--- config.mk ---
export PLATFORM = sky130hd
export DESIGN_NAME = pwm_breath_seq
export DESIGN_NICKNAME = d
export VERILOG_FILES = /design/src/rtl/pwm_breath_seq.sv
export SDC_FILE = /design/constraint.sdc
export NUM_CORES = 1
export LEC_CHECK = 0
export CORE_MARGIN = 2
export CORE_UTILIZATION = 55
export CTS_CLUSTER_DIAMETER = 80
export DETAILED_ROUTE_END_ITERATION = 7
export GPL_TIMING_DRIVEN = 0
export PLACE_DENSITY_LB_ADDON = 0.05
export SYNTH_ARGS = -nofsm -noshare
export SYNTH_HDL_FRONTEND = slang
export SYNTH_SLANG_ARGS = --single-unit
--- constraint.sdc ---
create_clock -name sys_clk -period 6.85 [get_ports sys_clk]
set_input_delay 0.685 -clock sys_clk [delete_from_list [all_inputs] [get_ports sys_clk]]
set_output_delay 0.685 -clock sys_clk [all_outputs]
set_load 0.01 [all_outputs]
--- src/rtl/pwm_breath_seq.sv ---
// Breathing-LED sequencer: one shared PWM period counter/comparator is scheduled across NUM_CH channels in a chase.
// Define PWM_BREATH_SEQ_BOUNCE_EN for ping-pong channel order; the default is wrap order.
//
// state     | meaning
// ----------+-------------------------------------------
// S_IDLE    | no sequence running, all LEDs dark
// S_UP      | duty rises by STEP each PWM period
// S_HOLD_HI | duty held at PERIOD for HOLD_PERIODS periods
// S_DOWN    | duty falls by STEP each PWM period
// S_HOLD_LO | duty held at 0, then next channel or stop
module pwm_breath_seq #(
    parameter int PERIOD       = 50000,
    parameter int STEP         = 25,
    parameter int HOLD_PERIODS = 100,
    parameter int NUM_CH       = 4,
    parameter int CH_W         = 2
) (
    input  logic              sys_clk,
    input  logic              sys_rst_n,
    input  logic              start,
    input  logic              stop,
    output logic [NUM_CH-1:0] led,
    output logic [CH_W-1:0]   chan_sel,
    output logic [15:0]       duty_cycle,
    output logic              busy,
    output logic              seq_done
);

    localparam logic [15:0] PER    = 16'(PERIOD);
    localparam logic [15:0] PER_M1 = 16'(PERIOD - 1);
    localparam logic [15:0] STP    = 16'(STEP);
    localparam logic [15:0] SAT_UP = 16'(PERIOD - STEP);
    localparam int HOLD_W = (HOLD_PERIODS > 1) ? $clog2(HOLD_PERIODS) : 1;
    localparam logic [HOLD_W-1:0] HOLD_LAST = HOLD_W'(HOLD_PERIODS - 1);
    localparam logic [CH_W-1:0]   CH_LAST   = CH_W'(NUM_CH - 1);

    typedef enum logic [2:0] {
        S_IDLE,
        S_UP,
        S_HOLD_HI,
        S_DOWN,
        S_HOLD_LO
    } state_t;

    state_t state, state_nxt;
    logic [15:0] period_cnt, duty_nxt;
    logic [HOLD_W-1:0] hold_cnt, hold_nxt;
    logic [CH_W-1:0] chan_nxt;
    logic [NUM_CH-1:0] led_nxt;
    logic stop_pend, stop_pend_nxt, done_nxt, tick, pwm_on;
`ifdef PWM_BREATH_SEQ_BOUNCE_EN
    logic dir_down, dir_down_nxt;
`endif

    assign tick   = (period_cnt == PER_M1);
    assign pwm_on = (state != S_IDLE) && (period_cnt < duty_cycle);

    always_comb begin
        state_nxt     = state;
        duty_nxt      = duty_cycle;
        hold_nxt      = hold_cnt;
        chan_nxt      = chan_sel;
        stop_pend_nxt = stop_pend;
        done_nxt      = 1'b0;
        led_nxt       = '0;
`ifdef PWM_BREATH_SEQ_BOUNCE_EN
        dir_down_nxt  = dir_down;
`endif
        for (int i = 0; i < NUM_CH; i++) begin
            led_nxt[i] = pwm_on && (chan_sel == CH_W'(i));
        end
        if (state != S_IDLE && stop) begin
            stop_pend_nxt = 1'b1;
        end
        case (state)
            S_IDLE: begin
                if (start) begin
                    state_nxt     = S_UP;
                    duty_nxt      = '0;
                    chan_nxt      = '0;
                    hold_nxt      = '0;
                    stop_pend_nxt = stop;
                end
            end
            S_UP: begin
                if (tick) begin
                    // saturate before adding so duty never passes PERIOD
                    if (duty_cycle >= SAT_UP) begin
                        duty_nxt  = PER;
                        state_nxt = S_HOLD_HI;
                    end else begin
                        duty_nxt = duty_cycle + STP;
                    end
                end
            end
            S_HOLD_HI: begin
                if (tick) begin
                    if (hold_cnt == HOLD_LAST) begin
                        hold_nxt  = '0;
                        state_nxt = S_DOWN;
                    end else begin
                        hold_nxt = hold_cnt + HOLD_W'(1);
                    end
                end
            end
            S_DOWN: begin
                if (tick) begin
                    if (duty_cycle <= STP) begin
                        duty_nxt  = '0;
                        state_nxt = S_HOLD_LO;
                    end else begin
                        duty_nxt = duty_cycle - STP;
                    end
                end
            end
            S_HOLD_LO: begin
                if (tick) begin
                    if (hold_cnt == HOLD_LAST) begin
                        hold_nxt = '0;
                        if (stop_pend) begin
                            state_nxt     = S_IDLE;
                            stop_pend_nxt = 1'b0;
                            done_nxt      = 1'b1;
                            chan_nxt      = '0;
`ifdef PWM_BREATH_SEQ_BOUNCE_EN
                            dir_down_nxt  = 1'b0;
`endif
                        end else begin
                            state_nxt = S_UP;
`ifdef PWM_BREATH_SEQ_BOUNCE_EN
                            if (!dir_down) begin
                                chan_nxt = chan_sel + CH_W'(1);
                                if (chan_sel + CH_W'(1) == CH_LAST) dir_down_nxt = 1'b1;
                            end else begin
                                chan_nxt = chan_sel - CH_W'(1);
                                if (chan_sel - CH_W'(1) == '0) dir_down_nxt = 1'b0;
                            end
`else
                            chan_nxt = (chan_sel == CH_LAST) ? '0 : chan_sel + CH_W'(1);
`endif
                        end
                    end else begin
                        hold_nxt = hold_cnt + HOLD_W'(1);
                    end
                end
            end
            default: state_nxt = S_IDLE;
        endcase
    end

    always_ff @(posedge sys_clk) begin
        if (!sys_rst_n) begin
            state      <= S_IDLE;
            period_cnt <= '0;
            duty_cycle <= '0;
            chan_sel   <= '0;
            hold_cnt   <= '0;
            stop_pend  <= 1'b0;
            led        <= '0;
            busy       <= 1'b0;
            seq_done   <= 1'b0;
`ifdef PWM_BREATH_SEQ_BOUNCE_EN
            dir_down   <= 1'b0;
`endif
        end else begin
            period_cnt <= tick ? '0 : period_cnt + 16'd1;
            state      <= state_nxt;
            duty_cycle <= duty_nxt;
            chan_sel   <= chan_nxt;
            hold_cnt   <= hold_nxt;
            stop_pend  <= stop_pend_nxt;
            led        <= led_nxt;
            busy       <= (state_nxt != S_IDLE);
            seq_done   <= done_nxt;
`ifdef PWM_BREATH_SEQ_BOUNCE_EN
            dir_down   <= dir_down_nxt;
`endif
        end
    end

endmodule

### Word level (Yosys, flattened, before mapping)

Cells that the tools add are included.

* register bits after elaboration: 51
* word-level logic and storage cells: 86

* add/sub/neg operators: 5
* magnitude comparators: 3
* equal/unequal tests: 15
* multiplexer cells: 34
* bitwise logic cells: 1
* reduce and logical (&&, ||, !) cells: 19

Operators with widths (number)
* 2-to-1 mux 16 bit: 5
* case mux 16 bit (3 select lines): 1
* 2-to-1 mux 3 bit: 9
* 2-to-1 mux 7 bit: 3
* adder 16 x 1 -> 16 bit (second input constant): 1
* adder 16 x 5 -> 16 bit (second input constant): 1
* equality test 16 bit (second input constant): 1
* greater-or-equal comparator 16 bit (second input constant): 1
* <= comparator 16 x 5 -> 1 bit (second input constant): 1
* less-than comparator 16 bit: 1
* subtractor 16 x 5 -> 16 bit (second input constant): 1
* case mux 3 bit (5 select lines): 1
* case mux 7 bit (2 select lines): 1
* AND reduction 4 bit: 3
* 2-to-1 mux 2 bit: 5
* != test 2 bit (second input constant): 5
* nonzero test 3 bit: 3
* adder 7 x 1 -> 7 bit (second input constant): 1
* equality test 7 bit (second input constant): 1
* 2-to-1 mux 1 bit: 7
* equality test 3 x 2 -> 1 bit (second input constant): 2
* logical AND 1 bit: 6
* equality test 2 bit (second input constant): 2
* case mux 2 bit (2 select lines): 1
* 12 further kinds: 14

### Longest topological paths before layout

* word-level depth: 7
* depth in mapped cells: 9
* depth with buffers taken out: 8

### Worst setup path before layout

OpenSTA, ideal clock, no wires.

* path type: register to register
* from: register period_cnt[6]
* to: register busy
* setup time: 135 ps
* data arrival time: 2141 ps
* slack: 4574 ps
* cell stages (with the launch flop): 7
* clock period less this slack: 2276 ps
* cell sequence: dfxtp_1 or4b_4 or4_4 o311a_1 a211o_1 nor3_1 o211ai_1

* longest elaborated chain between the ends: 4

RTL lines
* start: declaration: line 46 `logic [15:0] period_cnt, duty_nxt;`
* start signal: assignment: line 166 `period_cnt <= tick ? '0 : period_cnt + 16'd1;`
* equality test 16 bit (*): line 55 `assign tick = (period_cnt == PER_M1);`
* 2-to-1 mux 3 bit, on equally long branches
* case mux 3 bit (5 select lines) (*): line 75 `case (state)`
* nonzero test 3 bit (*): line 173 `busy <= (state_nxt != S_IDLE);`
* end signal: assignment: line 173
* end: declaration: line 25 `output logic busy,`

Every way passes the cells marked *; elsewhere a longest branch is shown, timed or not.
A chain may end at the register's enable or synchronous reset.

### Worst setup path in the final report

* from: register duty_cycle[11]
* to: register duty_cycle[11]

* longest elaborated chain between the ends: 4

RTL lines
* start: declaration: line 24 `output logic [15:0] duty_cycle,`
* start signal: assignment: line 168 `duty_cycle <= duty_nxt;`
* subtractor 16 x 5 -> 16 bit, or another cell as far along: line 112 `duty_nxt = duty_cycle - STP;`
* 2-to-1 mux 16 bit, on equally long branches: line 108, 88
* 2-to-1 mux 16 bit, on equally long branches: line 107, 86
* case mux 16 bit (3 select lines) (*): line 75

Every way passes the cells marked *; elsewhere a longest branch is shown, timed or not. The select of a mux whose other input is x is not followed.

==> metrics <==
crit path kind=register to register; Yosys warnings=0; RePlAce Congestion=0.958; TritonCTS Buffers=5; period utilization=40.6%; total track usage=29.0%; Mapped Cells=429; number of global-route vias before repair=3072; FF+latch count, synth=51; Vias=3434; clk_lat worst skew=320 ps; asr flop ratio synth=0%; grt total ovfl=0; leakage=1.39 nW; met2 WL=4.63 mm; skew final=12.3 ps; CTS clk-pin slew, worst paths=100 ps; final slew viol count=0; Top Metal Used=met4; Initial DRC Count=399; drt drc=0; first-pass GRT wire length=15.0 mm; most common cell after layout, fill and taps aside=dfxtp_1; met3 routed WL=705 µm; total negative slack=0 ps; proportion of layout cells with a drive suffix above 1=4.53%; Max VDD drop=105 µV; P&R area growth vs syn=13.8%; Hold/Removal Path Class=register to register; Final nets=491; EDFF count, synth=0; Cell Area, Synth=3380 µm²; TritonRoute pass-1 iters=6; crit end category=register; CTS Hold Bufs=0; Worst-Margin Slew=1250 ps; post-CTS sizing=0; Post-Layout Cell Count=539; critical path data arrival time=3030 ps; drt wl/cell=17.9 µm; post-detailed-route count of antenna-violating nets=0; status=finished clean; clock root buffer=clkbuf_8; Final WS setup=4070 ps; height of the die=82.3 µm; Cells after DPL=531; most frequent cells in the layout=dfxtp_1, nor2_1, nand2_1; initial antenna violation count=0; Site Rows=28; total power=0.000571 W; core area=5920 µm²; Total Routed Length=9.63 mm; H-Tree Depth=2; pwr dens=149 nW/µm²; Final Hold Slack=480 ps; Vias/cell=6.37; register area share after synthesis=30.2%; pre-CTS setup slack=3920 ps; dpl hpwl=7.13 mm; critical path required time=7100 ps; final-report hold violation count=0; largest net degree at the start of global routing=17; Worst slew margin=15.9%; CTS Sinks=51; Met1 Routed Length=4.14 mm; Worst Setup Start Kind=register; post-synth net total=457; Fillers=556; RSZ-0062 raised after global routing=no; Synth cell types=56; Inserted Diodes=0; CTS tree=built; Fmax achieved=359 MHz; Synth Area per Inst=7.87 µm²; final setup fails=0; worst-path maximum fanout=10; # IOs=28; Tmin final=2780 ps; CTS Buffer Depth=2; Max Cap Violations=0; initial cell density of the core=57.0%; IO buf count=27; Primary FF master, synth=dfxtp_1; postcts setup bufs=0; die area=6780 µm²; Die Wd=82.3 µm
==> power by group <==
group          internal (W)  switching [W]  leakage, nW
sequential         0.000301     0.00000587        0.412
combinational     0.0000249      0.0000445        0.927
clock             0.0000830       0.000111       0.0516
==> worst max-delay path, cell delays in order, from the launching register on <==
cell	delay (ps)
dfxtp_1	390
nor4_1	660
o211ai_1	300
a31oi_1	350
clkbuf_1	460
o21ai_0	170
a21o_1	220
a31oi_1	160
==> sequential cells by signal (all words and copies together), names as in the netlist <==
register,flops
busy,1
chan_sel,2
duty_cycle,16
hold_cnt,7
led,4
period_cnt,16
seq_done,1
state,3
stop_pend,1
==> cells by family (layout without fill, tap and decap cells) <==
kind of cell,after synthesis,after routing,share of synthesized area (%)
fa+ha+maj,24,24,8.90
flops,51,51,30.2
mux,1,1,0.297
compound gates,117,117,23.1
xor+xnor,24,24,6.23
buf+inv,43,78,4.82
simple gates,169,169,26.5
==> per-stage QoR <==
step	util [%]	instance area [µm²]
after global routing	64.9	3840
after floorplan	-	3380
after global placement	63.2	3740
after CTS	64.8	3840
after detailed placement	63.2	3740
final	64.9	3840
==> synthesized netlist by cell type (all sizes together) (10+ instances only) <==
cell type  number  share of area (%)
a21oi          28                4.3
dfxtp          51                 30
nand2          33                3.7
o22ai          10                2.0
ha             24                8.9
o21ai          22                3.3
xnor2          11                2.9
nor2           43                5.0
nand4          17                3.2
nand3          13                1.9
inv            24                2.7
clkbuf         18                2.0
xor2           13                3.4
nor3           11                1.6
and3           14                2.6
==> routing by layer <==
layer / vias up / global-route usage, %
met5: - / 0
met4: 0 / 9.00
met3: 14 / 5.33
met2: 160 / 48.2
met1: 1619 / 37.9
li1: 1641 / -
==> final cells by class <==
cell class | count | area (µm²) | area share (%)
Buffer | 19 | 72.6 | 1.89
Clock inverter | 2 | 13.8 | 0.358
Clock buffer | 6 | 82.6 | 2.15
Inverter | 24 | 90.1 | 2.34
Tap cell | 75 | 93.8 | 2.44
Timing Repair Buffer | 27 | 270 | 7.03
Sequential cell | 51 | 1020 | 26.6
Multi-Input combinational cell | 335 | 2200 | 57.2
==> final timing paths <==
check                       from        endpoint  slack (ps)  cells past startpoint
setup / recovery  duty_cycle[11]  duty_cycle[11]        4070                      7
hold / removal     period_cnt[0]   period_cnt[0]         480                      1
setup reg to reg  duty_cycle[11]  duty_cycle[11]        4070                      7
hold reg to reg    period_cnt[0]   period_cnt[0]         480                      1
Power figures use the tool's default switching activity.
